[config.mk]
export PLATFORM = sky130hd
export DESIGN_NAME = fetch_stage
export DESIGN_NICKNAME = d
export VERILOG_FILES = /design/src/rtl/lc3b_pipe_pkg.sv /design/src/rtl/fetch_pc_mux.sv /design/src/rtl/fetch_stage.sv
export SDC_FILE = /design/constraint.sdc
export NUM_CORES = 1
export LEC_CHECK = 0
export CAP_MARGIN = 15
export CORE_MARGIN = 3
export CORE_UTILIZATION = 43
export CTS_CLUSTER_DIAMETER = 60
export DETAILED_ROUTE_END_ITERATION = 12
export GPL_TIMING_DRIVEN = 1
export HOLD_SLACK_MARGIN = 0.12
export PLACE_DENSITY = 0.92
export SLEW_MARGIN = 40
export SYNTH_ARGS = -nofsm -noshare
export SYNTH_HDL_FRONTEND = slang
export SYNTH_SLANG_ARGS = --single-unit
export TNS_END_PERCENT = 10
[constraint.sdc]
create_clock -name clk -period 2.9 [get_ports clk]
set_clock_uncertainty 0.2 [all_clocks]
set_input_delay 0.58 -clock clk [delete_from_list [all_inputs] [get_ports clk]]
set_output_delay 0.58 -clock clk [all_outputs]
set_load 0.02 [all_outputs]
[src/rtl/lc3b_pipe_pkg.sv]
// lc3b_pipe_pkg: shared word width, reset PC and PCMUX encodings for the LC-3b pipeline
package lc3b_pipe_pkg;
    localparam int WORD_W = 16;
    typedef logic [WORD_W-1:0] word_t;
    localparam word_t RESET_PC_DEFAULT = 16'h3000;
    typedef enum logic [1:0] {
        PCMUX_NEXT   = 2'd0,
        PCMUX_TARGET = 2'd1,
        PCMUX_TRAP   = 2'd2,
        PCMUX_RSVD   = 2'd3
    } pcmux_e;
endpackage

[src/rtl/fetch_pc_mux.sv]
// fetch_pc_mux: next-PC select between PC+2, MEM target and trap vector (bit 0 cleared on redirects)
// ports: pc_plus2/target_pc/trap_pc candidate PCs in, pcmux select in, next_pc out
module fetch_pc_mux
    import lc3b_pipe_pkg::*;
(
    input  logic [WORD_W-1:0] pc_plus2,
    input  logic [WORD_W-1:0] target_pc,
    input  logic [WORD_W-1:0] trap_pc,
    input  logic [1:0]        pcmux,
    output logic [WORD_W-1:0] next_pc
);
    always_comb begin
        next_pc = pcmux == PCMUX_TARGET ? {target_pc[WORD_W-1:1], 1'b0}
                : pcmux == PCMUX_TRAP   ? {trap_pc[WORD_W-1:1], 1'b0}
                :                         pc_plus2;
    end
endmodule

[src/rtl/fetch_stage.sv]
// fetch_stage: LC-3b fetch stage holding the PC and loading the DE latch, with stall and redirect handling
// ports: clk/reset; icache_addr/icache_data/icache_r cache side; dep_stall, mem_stall, v_*_br_stall stalls;
//        mem_pcmux/target_pc/trap_pc redirect from MEM; de_npc/de_ir/de_v DE latch; fetch_count valid loads
module fetch_stage
    import lc3b_pipe_pkg::*;
#(
    parameter logic [WORD_W-1:0] RESET_PC = RESET_PC_DEFAULT
) (
    input  logic              clk,
    input  logic              reset,
    output logic [WORD_W-1:0] icache_addr,
    input  logic [WORD_W-1:0] icache_data,
    input  logic              icache_r,
    input  logic              dep_stall,
    input  logic              mem_stall,
    input  logic              v_de_br_stall,
    input  logic              v_agex_br_stall,
    input  logic              v_mem_br_stall,
    input  logic [1:0]        mem_pcmux,
    input  logic [WORD_W-1:0] target_pc,
    input  logic [WORD_W-1:0] trap_pc,
    output logic [WORD_W-1:0] de_npc,
    output logic [WORD_W-1:0] de_ir,
    output logic              de_v,
    output logic [WORD_W-1:0] fetch_count
);
    logic [WORD_W-1:0] pc_q, pc_d, pc_plus2, next_pc;
    logic [WORD_W-1:0] de_npc_q, de_npc_d, de_ir_q, de_ir_d, count_q, count_d;
    logic              de_v_q, de_v_d;
    logic              br_stall, redirect, ld_de, ld_pc, new_v;

    fetch_pc_mux u_pc_mux (
        .pc_plus2  (pc_plus2),
        .target_pc (target_pc),
        .trap_pc   (trap_pc),
        .pcmux     (redirect ? mem_pcmux : 2'(PCMUX_NEXT)),
        .next_pc   (next_pc)
    );

    always_comb begin
        br_stall = v_de_br_stall | v_agex_br_stall | v_mem_br_stall;
        // a stalled MEM stage must not redirect; the transfer is retried once it drains
        redirect = (mem_pcmux == PCMUX_TARGET || mem_pcmux == PCMUX_TRAP) && !mem_stall;
        ld_de    = !dep_stall && !mem_stall;
        ld_pc    = redirect || (icache_r && ld_de && !br_stall);
        pc_plus2 = pc_q + 16'd2;
        new_v    = icache_r && !br_stall;
        pc_d     = ld_pc ? next_pc : pc_q;
        de_ir_d  = ld_de ? icache_data : de_ir_q;
        de_npc_d = ld_de ? pc_plus2 : de_npc_q;
        de_v_d   = ld_de ? new_v : de_v_q;
        count_d  = count_q + {15'd0, ld_de && new_v};
    end

    always_ff @(posedge clk) begin
        if (reset) begin
            pc_q     <= RESET_PC;
            de_ir_q  <= '0;
            de_npc_q <= '0;
            de_v_q   <= 1'b0;
            count_q  <= '0;
        end else begin
            pc_q     <= pc_d;
            de_ir_q  <= de_ir_d;
            de_npc_q <= de_npc_d;
            de_v_q   <= de_v_d;
            count_q  <= count_d;
        end
    end

    assign icache_addr = pc_q;
    assign de_npc      = de_npc_q;
    assign de_ir       = de_ir_q;
    assign de_v        = de_v_q;
    assign fetch_count = count_q;
endmodule

==> metrics list <==
- Area added between synthesis and finish: 49.3%
- Critical path endpoint: fetch_count[10]$_SDFF_PP0_
- P_int: around 1.6 mW
- The clock tree synthesis step divided the H-tree into 3 levels.
* Total length of routed wires: 8710 microns
- Floorplan row count: 29
* Part of the power in registers: roughly 44%
- Post-CTS timing repair inserted 0 buffers for setup.
- Wire length of the first global-routing pass: around 14,000 microns
- Share of power burned in the clock network: approximately 39%
- Sw frac: 26.3%
- Gate Count Post-Synth: 362
- Worst slew margin relative to its limit: 50.0%
- The via count of the first global-routing pass was 3,002.
* Start-to-end type of the worst setup path: input pin to register
- Library cell contributing the largest single delay on the critical path: clkdlybuf4s50_1
- At the placement stage, the worst setup path has a slack of 0.0731 ns.
* Buffers added on ports: about 120
- In this run the cell area of the synthesized design comes to about 3000 sq um.
- In this run, post-CTS repair resized a total of 0 instances.
- Endpoint of the worst register-to-register path: icache_addr[11]$_SDFFE_PP0P_
- Most repeated cell in the gate-level netlist after synthesis: dfxtp_1
* Max VDD drop: slightly above 0.2 mV
- Counting the buffers created by CTS gives 9.
- Critical path data required time: approximately 2.9 ns
- Length in cells of the worst reg-to-reg path: 6
* Worst slew pin tran: approximately 0.75 ns
- Leading post-synthesis cells by cell area: dfxtp_1 (42%), nand2_1 (6.3%), nor2_1 (6.2%)
- The synthesized design contains 63 register bits.
- In the routed design, unresolved DRC markers number 0.
- IO Pins: 123
- After detailed routing, the average wire length per cell comes to roughly 15 microns.
- Skew-Pair Late Insertion Delay: 0.34 ns
- A synthesized cell averages between 8 and 9 sq um.
- Die Width: between 80 and 90 microns
- No sink is reached through more buffers than the 2 on the longest clock path.
- Total of max-cap violations: 0
- Vias/cell: ~5.3
- CTS tree: built
- In this run the standard cell core region covers approximately 6600 sq um.
* Arrival time of data at the critical path endpoint: roughly 2.5 ns
- Fill cell total of the finished layout: roughly 540
- Count of flip-flops with a built-in enable after synthesis: 0
* Result of the run: finished clean
* Vias: 3,082
- Walking the worst path, the cells encountered are clkdlybuf4s50_1, nor4b_2, and2_2, ha_1, ha_1, and3_1, nand4_1, xor2_1, nor2_1.
* Clock root buffer: clkbuf_8
- The first routing iteration left roughly 130 violations.
- The critical path starts at v_agex_br_stall.
- Final std cell area, no fill: between 4000 and 5000 sq um
- Subtracting the final worst setup slack from the clock period gives between 2 and 2.5 ns.
- For this run, the top clock speed supported by timing is about 400 MHz.
* Predominant post-synthesis flop cell: dfxtp_1
* Count of endpoints failing setup in the final report: 0
- Clock transition at the register clock pins on the worst setup and hold paths after CTS: approximately 0.06 ns
* Antenna violations before repair: 0
- CP dominant cell by count: ha_1
- The congestion estimate from routability-driven global placement came to slightly below 0.9.
- Dpl hpwl: approximately 6500 microns
- Setup repair after global routing missed its margin: no
* Overall die area: ~8100 sq um
* Total count of max-transition violations in the final report: 0
- Number of distinct standard cells referenced by the synthesized netlist: 49
- The total count of hold-check failures in the final report is 0.
* Worst path max stage delay: ~0.4 ns
* Cell taking the most area after synthesis: dfxtp_1
* Final setup margin: 0.423 ns
- In this run the worst path has a maximum fanout of 4.
* Clock sink count: 63
- Top cells by count, synth: dfxtp_1 (63), nand2_1 (51), nor2_1 (50), a21oi_1 (34)
- Counting flops with an async set or reset pin after synthesis yields a share of 0%.
- Effective utilization at floorplan: a little under half
* Total gr overflow: 0
- The share of total power dissipated in combinational logic is 17.0%.
- In this run the remaining antenna-violating nets after routing total 0.
- Final period util: 85.4%
- For this run, the detailed router's first-pass iteration total came to 4.
- Startpoint of the most critical register-to-register path: icache_addr[1]$_SDFFE_PP0P_
- Worst hold margin: ~0.25 ns
* Power per standard cell area: between 400 and 500 nW/um^2
- Post-CTS Hold Buffers: 0
* Number of antenna diodes: 0
* Setup TNS: 0 ns
- Die height: 89.8 microns
* Power spent charging and discharging nets: roughly 0.56 mW
* Lkg Pwr: 1.64 nW
- In the final layout, the share of cells above drive strength 1 is approximately 8.2%.
* Share of the yosys chip area belonging to registers: a little over two fifths
* Crit. End Element: register
- Post-detailed-placement cell area: 4290 sq um
- Flop2flop setup slack: around 0.65 ns
- Entering global routing, the biggest net connects between 40 and 50 pins.
- Pwr Total: 2.13 mW
- Synth warnings: 0
* NumNets Final: 543
- Yosys top cell area share: a little over two fifths
* Min-Delay Path Class: register to register
* Overall global routing resource usage: about a fifth
- Crit path launch type: input pin
-- logic make-up (layout without fill, tap and decap cells) --
kind of cell / Yosys count / in the layout / synth area share, %
flops: 63 / 63 / 41.8
compound gates: 81 / 81 / 17.6
simple gates: 163 / 163 / 27.5
fa+ha+maj: 4 / 4 / 1.66
other cells: 1 / 2 / 0.124
xor+xnor: 26 / 26 / 7.55
buf+inv: 24 / 147 / 3.77
-- layout by cell type, fill, tap and decap left out, types with 2 or more instances in the layout --
cell | netlist | routed
clkdlybuf4s50_1 | 0 | 117
and3_1 | 5 | 5
o211ai_1 | 3 | 3
nor3_1 | 7 | 7
o21ai_0 | 9 | 9
nor4_1 | 2 | 2
clkbuf_8 | 0 | 9
dfxtp_1 | 63 | 63
nor4_4 | 2 | 2
nand4_2 | 2 | 2
and4_1 | 6 | 6
nand2b_1 | 2 | 2
bufinv_16 | 0 | 2
o21a_1 | 2 | 2
nand3_1 | 10 | 10
nand3b_1 | 2 | 2
clkinvlp_4 | 0 | 2
nor2_1 | 50 | 49
xnor2_1 | 9 | 9
a22oi_1 | 3 | 3
nor2b_1 | 5 | 5
buf_4 | 3 | 11
a21o_1 | 3 | 3
ha_1 | 4 | 4
nand4_1 | 9 | 9
inv_1 | 2 | 2
a211oi_1 | 17 | 17
nand2_1 | 51 | 51
o22a_1 | 2 | 2
a21oi_1 | 34 | 34
clkinv_2 | 0 | 2
xor2_1 | 17 | 17
conb_1 | 1 | 2
o41ai_2 | 2 | 2
-- final cells by class --
| cell class | count | area (sq um) | area share, % |
|---|---|---|---|
| clock buffer | 10 | 128 | 2.83 |
| clock inverter | 6 | 85.1 | 1.89 |
| sequential | 63 | 1260 | 28.0 |
| tap | 93 | 116 | 2.58 |
| multi-input combinational | 276 | 1650 | 36.6 |
| inverter | 2 | 7.51 | 0.167 |
| timing repair buffer | 129 | 1260 | 27.9 |
-- metal layers --
layer	part of all wire, %	wire length (microns)	GRT usage, %
met3	8.2	717	5.43
met1	42	3640	25.7
met5	0	0	0
met2	47	4110	34.9
met4	2.7	238	9.83
-- power by group through the flow --
stage	Sequential [mW]	Clock [mW]	Combinational, mW
2_1_floorplan	0.997	0	0.135
3_3_place_gp	0.956	0	0.352
3_5_place_dp	0.960	0	0.360
4_1_cts	0.940	0.834	0.363
5_1_grt	0.946	0.876	0.389
6_report	0.941	0.823	0.363
-- per-stage QoR --
step	cells	utilization, %
CTS	579	68.6
global placement	563	65.4
global route	579	68.6
floorplan	363	-
detailed placement	563	65.4
finish	579	68.6
-- flip-flops by register name, summed over array words and instances (netlist names) --
signal       count
de_ir           16
fetch_count     16
de_npc          15
icache_addr     15
de_v             1
-- worst max-delay path: cells and delay by family --
family                   cells  cell delay (ns)
adder cells (fa/ha/maj)      2             0.36
AND/OR/NAND/NOR              5             0.95
buffers and inverters        1             0.41
XOR/XNOR                     1             0.16
-- worst min path at each step --
stage,endpoint,startpoint,depth (start not counted),slack [ns]
2_1_floorplan,de_ir[0]$_SDFFE_PP0N_,de_ir[0]$_SDFFE_PP0N_,2,0.33
3_3_place_gp,de_ir[7]$_SDFFE_PP0N_,de_ir[7]$_SDFFE_PP0N_,2,0.24
3_5_place_dp,de_ir[9]$_SDFFE_PP0N_,de_ir[9]$_SDFFE_PP0N_,2,0.25
4_1_cts,de_ir[9]$_SDFFE_PP0N_,de_ir[9]$_SDFFE_PP0N_,2,0.26
5_1_grt,de_ir[9]$_SDFFE_PP0N_,de_ir[9]$_SDFFE_PP0N_,2,0.28
6_report,de_npc[2]$_SDFFE_PP0N_,de_npc[2]$_SDFFE_PP0N_,2,0.25
(Power assumes the default switching activity.)
